`config.mk`:
```
export PLATFORM = sky130hd
export DESIGN_NAME = mod_counter_gen
export DESIGN_NICKNAME = d
export VERILOG_FILES = /design/src/rtl/mod_counter_gen.sv
export SDC_FILE = /design/constraint.sdc
export NUM_CORES = 1
export LEC_CHECK = 0
export BUFFER_PORTS_ARGS = -buffer_cell sky130_fd_sc_hd__buf_2
export CORE_MARGIN = 2
export CORE_UTILIZATION = 24
export CTS_CLUSTER_DIAMETER = 50
export DETAILED_ROUTE_END_ITERATION = 6
export HOLD_SLACK_MARGIN = 0.05
export MAX_ROUTING_LAYER = met4
export PLACE_DENSITY = 0.51
export REMOVE_ABC_BUFFERS = 1
export SLEW_MARGIN = 20
export SYNTH_ARGS = -nofsm -noshare
export SYNTH_HDL_FRONTEND = slang
export SYNTH_SLANG_ARGS = --single-unit
```
`constraint.sdc`:
```
create_clock -name clk -period 4.1 [get_ports clk]
set_input_delay 0.615 -clock clk [delete_from_list [all_inputs] [get_ports clk]]
set_output_delay 0.615 -clock clk [all_outputs]
set_load 0.005 [all_outputs]
```
`src/rtl/mod_counter_gen.sv`:
```
// mod_counter_gen: runtime-programmable modulo-M counter with optional prescaler.
//
// The counter wraps or saturates at the modulus boundary. Its modulus comes from
// a parameter or a runtime port, and it counts up or down. A registered
// terminal-count pulse and a saturating wrap-event counter make it usable as a
// cascadable stage.
//
// Ports:
//   clk       in   clock, rising edge
//   rst       in   synchronous reset, active low
//   en        in   count enable (drives the prescaler)
//   up_dn     in   1 = up, 0 = down
//   mode      in   0 = wrap at boundary, 1 = saturate at boundary
//   mod_sel   in   0 = DEFAULT_MOD, 1 = mod_val
//   mod_val   in   runtime modulus (0 means 2^WIDTH)
//   load      in   synchronous load strobe
//   load_val  in   value to load, clamped to M-1
//   count     out  current count, 0..M-1
//   tc        out  one-cycle terminal-count pulse following a boundary step
//   sat       out  high while held at the boundary in saturate mode
//   wraps     out  wrap events since reset, saturating at all-ones
module mod_counter_gen #(
    parameter int WIDTH       = 4,
    parameter int DEFAULT_MOD = 5,
    parameter int PRESCALE    = 1,
    parameter int WRAP_W      = 8
) (
    input  logic              clk,
    input  logic              rst,
    input  logic              en,
    input  logic              up_dn,
    input  logic              mode,
    input  logic              mod_sel,
    input  logic [WIDTH-1:0]  mod_val,
    input  logic              load,
    input  logic [WIDTH-1:0]  load_val,
    output logic [WIDTH-1:0]  count,
    output logic              tc,
    output logic              sat,
    output logic [WRAP_W-1:0] wraps
);

    localparam int PW = (PRESCALE > 1) ? $clog2(PRESCALE) : 1;
    // M-1 computed modulo 2^WIDTH, so a modulus of 0 yields all-ones (M = 2^WIDTH).
    localparam logic [WIDTH-1:0]  DEF_MAX  = WIDTH'(DEFAULT_MOD - 1);
    localparam logic [PW-1:0]     PRE_LAST = PW'(PRESCALE - 1);
    localparam logic [WRAP_W-1:0] WRAP_MAX = '1;

    logic [WIDTH-1:0]  count_q, count_d;
    logic              tc_q, tc_d;
    logic              sat_q, sat_d;
    logic [WRAP_W-1:0] wraps_q, wraps_d;
    logic [PW-1:0]     presc_q, presc_d;
    logic [WIDTH-1:0]  m_max;
    logic [WIDTH-1:0]  dec_val;
    logic              step;

    always_comb begin
        m_max   = mod_sel ? (mod_val - WIDTH'(1)) : DEF_MAX;
        dec_val = count_q - WIDTH'(1);

        presc_d = presc_q;
        step    = 1'b0;
        count_d = count_q;
        tc_d    = 1'b0;
        sat_d   = sat_q;
        wraps_d = wraps_q;

        if (en) begin
            if (presc_q == PRE_LAST) begin
                presc_d = '0;
                step    = 1'b1;
            end else begin
                presc_d = presc_q + PW'(1);
            end
        end

        if (load) begin
            count_d = (load_val > m_max) ? m_max : load_val;
            sat_d   = 1'b0;
            presc_d = '0;
        end else if (step) begin
            if (up_dn) begin
                // >= rather than == so that a modulus shrunk below the current
                // count still treats the next up step as the boundary.
                if (count_q >= m_max) begin
                    if (mode) begin
                        count_d = m_max;
                        tc_d    = ~sat_q;
                        sat_d   = 1'b1;
                    end else begin
                        count_d = '0;
                        tc_d    = 1'b1;
                        sat_d   = 1'b0;
                        wraps_d = (wraps_q == WRAP_MAX) ? wraps_q : wraps_q + WRAP_W'(1);
                    end
                end else begin
                    count_d = count_q + WIDTH'(1);
                    sat_d   = mode && (count_d == m_max);
                    tc_d    = sat_d;
                end
            end else begin
                if (count_q == '0) begin
                    if (mode) begin
                        count_d = '0;
                        tc_d    = ~sat_q;
                        sat_d   = 1'b1;
                    end else begin
                        count_d = m_max;
                        tc_d    = 1'b1;
                        sat_d   = 1'b0;
                        wraps_d = (wraps_q == WRAP_MAX) ? wraps_q : wraps_q + WRAP_W'(1);
                    end
                end else begin
                    count_d = (dec_val > m_max) ? m_max : dec_val;
                    sat_d   = mode && (count_d == '0);
                    tc_d    = sat_d;
                end
            end
        end
    end

    always_ff @(posedge clk) begin
        if (!rst) begin
            count_q <= '0;
            tc_q    <= 1'b0;
            sat_q   <= 1'b0;
            wraps_q <= '0;
            presc_q <= '0;
        end else begin
            count_q <= count_d;
            tc_q    <= tc_d;
            sat_q   <= sat_d;
            wraps_q <= wraps_d;
            presc_q <= presc_d;
        end
    end

    assign count = count_q;
    assign tc    = tc_q;
    assign sat   = sat_q;
    assign wraps = wraps_q;

endmodule

```
==> results.md <==
| Stage | Metric | This run |
|---|---|---|
| detailed routing | Post-route DRC | 0 |
| yosys | Count of cell types in the netlist | 42 |
| sta | Hold Slack | 0.4920 ns |
| clock tree | Clock transition at the registers of the reported paths | 0.06 ns |
| run | Count of max-cap constraint violations | 0 |
| global routing | Pin count of the biggest net entering global routing | 18 |
| placed design | Number of placed instances, taps included | 287 |
| detailed routing | Detailed Route WL | 4363 µm |
| sta | Max frequency | 0.3022 GHz |
| critical path | Count of buffering cells on the critical path with inverters included | 3 |
| sta | Portion of the clock cycle consumed by the worst path in the final layout | 80.70% |
| detailed routing | Via Count | 1559 |
| power and ir drop | Part of the total power dissipated in the clock network | 24.7% |
| placed design | Final weighted congestion in routability-driven placement | 0.9466 |
| yosys | Main flop type after synthesis | dfxtp_1 |
| critical path | Worst Reg-to-Reg Cells | 11 |
| power and ir drop | Switching part of the total power | 40.37% |
| clock tree | Resize count post-CTS | 0 |
| layout | Antenna cell count | 0 |
| critical path | Biggest cell delay along the critical path | 0.59 ns |
| yosys | Dominant cell by count in the synthesized netlist | inv_1 |
| critical path | Slowest stage cell on the critical path | a2111oi_0 |
| clock tree | Clock latency of the later-clocked register in the worst-skew pair | 0.24 ns |
| yosys | Post-Synthesis Cell Area | 1451 µm² |
| placed design | Placed Area | 1688 µm² |
| clock tree | Root cell of the clock tree | clkbuf_8 |
| placed design | Post-placement setup slack | 0.6003 ns |
| critical path | Setup crit end kind | register |
| layout | Net total in the final layout | 248 |
| clock tree | Number of CTS-inserted buffers | 3 |
| sta | RSZ-0062 raised after global routing | no |
| sta | Total of endpoints with negative setup slack in the final report | 0 |
| power and ir drop | Part of the power in registers | 28.3% |
| global routing | Global-route wire length before repair | 7169 µm |
| floorplanning | Number of standard-cell rows in the floorplan | 28 |
| critical path | Type of the setup path with the least slack | in -> reg |
| yosys | YS warnings | 0 |
| layout | Finished Core Util | 29.61% |
| yosys | Most instantiated cells after synthesis | 18 x inv_1, 16 x ha_1, 14 x dfxtp_1, 14 x nand3_1, 14 x o21ai_0 |
| layout | Area Overhead vs Synth | 20.09% |
| sta | Minimum period implied by the final worst setup slack | 3.309 ns |
| critical path | Type of element launching the critical path | input port |
| critical path | Register-to-Register Setup Slack | 0.97 ns |
| clock tree | CTS Hold Bufs | 0 |
| critical path | Crit path depth | 12 |
| yosys | Synthesis-stage register bit count | 14 |
| sta | Worst slew slack as a fraction of its limit | 60.74% |
| power and ir drop | Worst IR Drop VDD | 0.1343 mV |
| detailed routing | Detailed router's first-iteration violation count | 67 |
| placed design | Port Buffer Count | 28 |
| sta | Setup TNS | 0 ns |
| placed design | HPWL after detailed placement | 3377 µm |
| critical path | Cell class contributing the biggest share of worst-path delay | compound AO/OA/AOI/OAI gates |
| yosys | Mean cell area of the mapped netlist | 7.931 µm² |
| layout | Finished Cell Area | 1743 µm² |
| sta | Clock skew | 0.003405 ns |
| min path | Cell depth of the worst hold path | 2 |
| min path | Hold wc startpoint | wraps[6] |
| floorplanning | Initial core utilization | 24.66% |
| layout | FILL cells | 665 |
| clock tree | Clock tree from TritonCTS | yes |
| detailed routing | Number of optimization iterations in the first detailed-route pass | 4 |
| global routing | Number of global-route vias before repair | 1417 |
| critical path | Biggest fanout along the worst timing path | 6 |
| outcome | Outcome | finished clean |
| detailed routing | Vias per std cell | 5.357 |
| floorplanning | Core area | 5886 µm² |
| detailed routing | Antenna Violating Nets Remaining | 0 |
| min path | Hold worst-path end | wraps[6] |
| clock tree | H-tree Lvls | 1 |
| global routing | Overall routing resource usage | 14.12% |
| floorplanning | Die boundary height | 81.77 µm |
| sta | Final setup slack of the worst path | 0.7912 ns |
| yosys | Cells after synthesis | 183 |
| detailed routing | Routed length per instance | 14.99 µm |
| critical path | Data arrival at the endpoint of the critical path | 3.44 ns |
| power and ir drop | P_sw | 0.2220 mW |
| sta | Slew Limit Fails | 0 |
| clock tree | Deepest clock path buffer count | 2 |
| power and ir drop | Total power after layout | 0.5498 mW |
| sta | Final number of hold-violating endpoints | 0 |
| global routing | Total global routing overflow | 0 |
| critical path | Source of the worst register-to-register timing path | count[0] |
| yosys | Area fraction of the dominant cell type after synthesis | 19.31% |
| min path | Type of the worst min-delay path | reg -> reg |
| clock tree | Post-CTS Setup Bufs | 0 |
| yosys | Number of flops mapped to enable cells by yosys | 0 |
| yosys | Share of async-settable or async-resettable flops after synthesis | 0% |
| layout | Layout Cells excl Fill | 291 |
| yosys | Top post-synthesis cells by area | dfxtp_1 19%, ha_1 14%, nand3_1 4.8%, o21ai_0 4.8%, inv_1 4.7% |
| floorplanning | Top-level I/O count | 29 |
| power and ir drop | Leakage Power | 0.7460 nW |
| global routing | Number of antenna violations at the first check in global routing | 0 |
| power and ir drop | Cell Int Power | 0.3278 mW |
| floorplanning | Width of the chip | 81.77 µm |
| power and ir drop | Relative contribution of combinational cells to total power | 47.0% |
| floorplanning | Die ar. | 6686 µm² |
| critical path | Worst EP required | 4.23 ns |
| yosys | Cell type with the largest total area after synthesis | dfxtp_1 |
| yosys | Register area share after synthesis | 19.31% |
| critical path | Critical register-to-register path endpoint | tc |
| critical path | Critical path, cell by cell | buf_2 -> inv_1 -> ha_1 -> xnor2_1 -> nand2_1 -> inv_1 -> ha_1 -> a211oi_1 -> nand2_1 -> a2111oi_0 -> nor2_1 -> a2111oi_0 |
| power and ir drop | Areal power density over the cells | 315.4 nW/µm² |
| layout | Layout cell share with drive strength beyond 1 | 19.44% |
| clock tree | Number of sinks on the clock net | 14 |
| sta | Transition time of the tightest slew-check pin | 0.5741 ns |
==> kinds of logic (layout without fill, tap and decap cells) <==
kind of cell / after synthesis / after routing / synth area share [%]
XOR/XNOR: 7 / 7 / 4.224
AND/OR/NAND/NOR: 61 / 61 / 24.92
buffers and inverters: 21 / 54 / 6.551
flip-flops: 14 / 14 / 19.31
adder cells (fa/ha/maj): 16 / 16 / 13.79
AO/OA/AOI/OAI: 60 / 60 / 28.45
multiplexers: 4 / 4 / 2.759
==> final cells by class <==
cell class,count,area (µm²),area share [%]
well taps,75,93.84,5.384
multi-input cells,148,1076,61.74
inverters,18,67.56,3.877
repair buffers,32,170.2,9.763
clock buffers,4,55.05,3.159
flip-flops and latches,14,280.3,16.08
==> tightest hold or removal path: cells and delay by family (launching register included) <==
kind               cells  cell delay (ns)
DFF                    1             0.33
AOI/OAI and AO/OA      2             0.12
==> power by group through the flow <==
stage / clock network, mW / registers (mW) / logic [mW]
after floorplan: 0 / 0.156 / 0.179
after global placement: 0 / 0.159 / 0.256
after detailed placement: 0 / 0.158 / 0.254
after CTS: 0.138 / 0.155 / 0.255
after global routing: 0.144 / 0.157 / 0.290
final: 0.136 / 0.156 / 0.258
==> flip-flops by register name, summed over array words and instances (netlist names) <==
signal,flops
sat,1
count,4
wraps,8
tc,1
==> worst max-delay path by stage <==
stage | slack, ns | from | to
2_1_floorplan | 1.07 | mod_val[0] | count[0]
3_5_place_dp | 0.60 | mod_val[0] | tc
4_1_cts | 0.83 | mod_val[0] | tc
3_3_place_gp | 0.70 | mod_val[0] | tc
5_1_grt | 0.47 | mod_val[0] | tc
6_report | 0.79 | mod_val[0] | tc
==> routing by layer <==
layer  up-vias  share of wire [%]  GRT usage, %  wire length, µm
li1        782                  -             -                -
met1       714                 46         19.26             2008
met2        61                 47         22.03             2061
met3         2                6.3         2.088              275
met4         0               0.41         3.167               18
met5         -                  0             -                0
==> cells in the final DEF, fill, tap and decap left out, drive strengths merged, types with 6 or more instances in the layout <==
| cell type | Yosys | final |
|---|---|---|
| nor3 | 6 | 6 |
| nand3 | 14 | 14 |
| inv | 18 | 18 |
| buf | 3 | 32 |
| dfxtp | 14 | 14 |
| nand2 | 6 | 6 |
| ha | 16 | 16 |
| o21ai | 15 | 15 |
| a21oi | 11 | 11 |
| or4 | 7 | 7 |
| o31ai | 6 | 6 |
| a311oi | 6 | 6 |
Note: power is estimated with default switching activity, not from simulation.
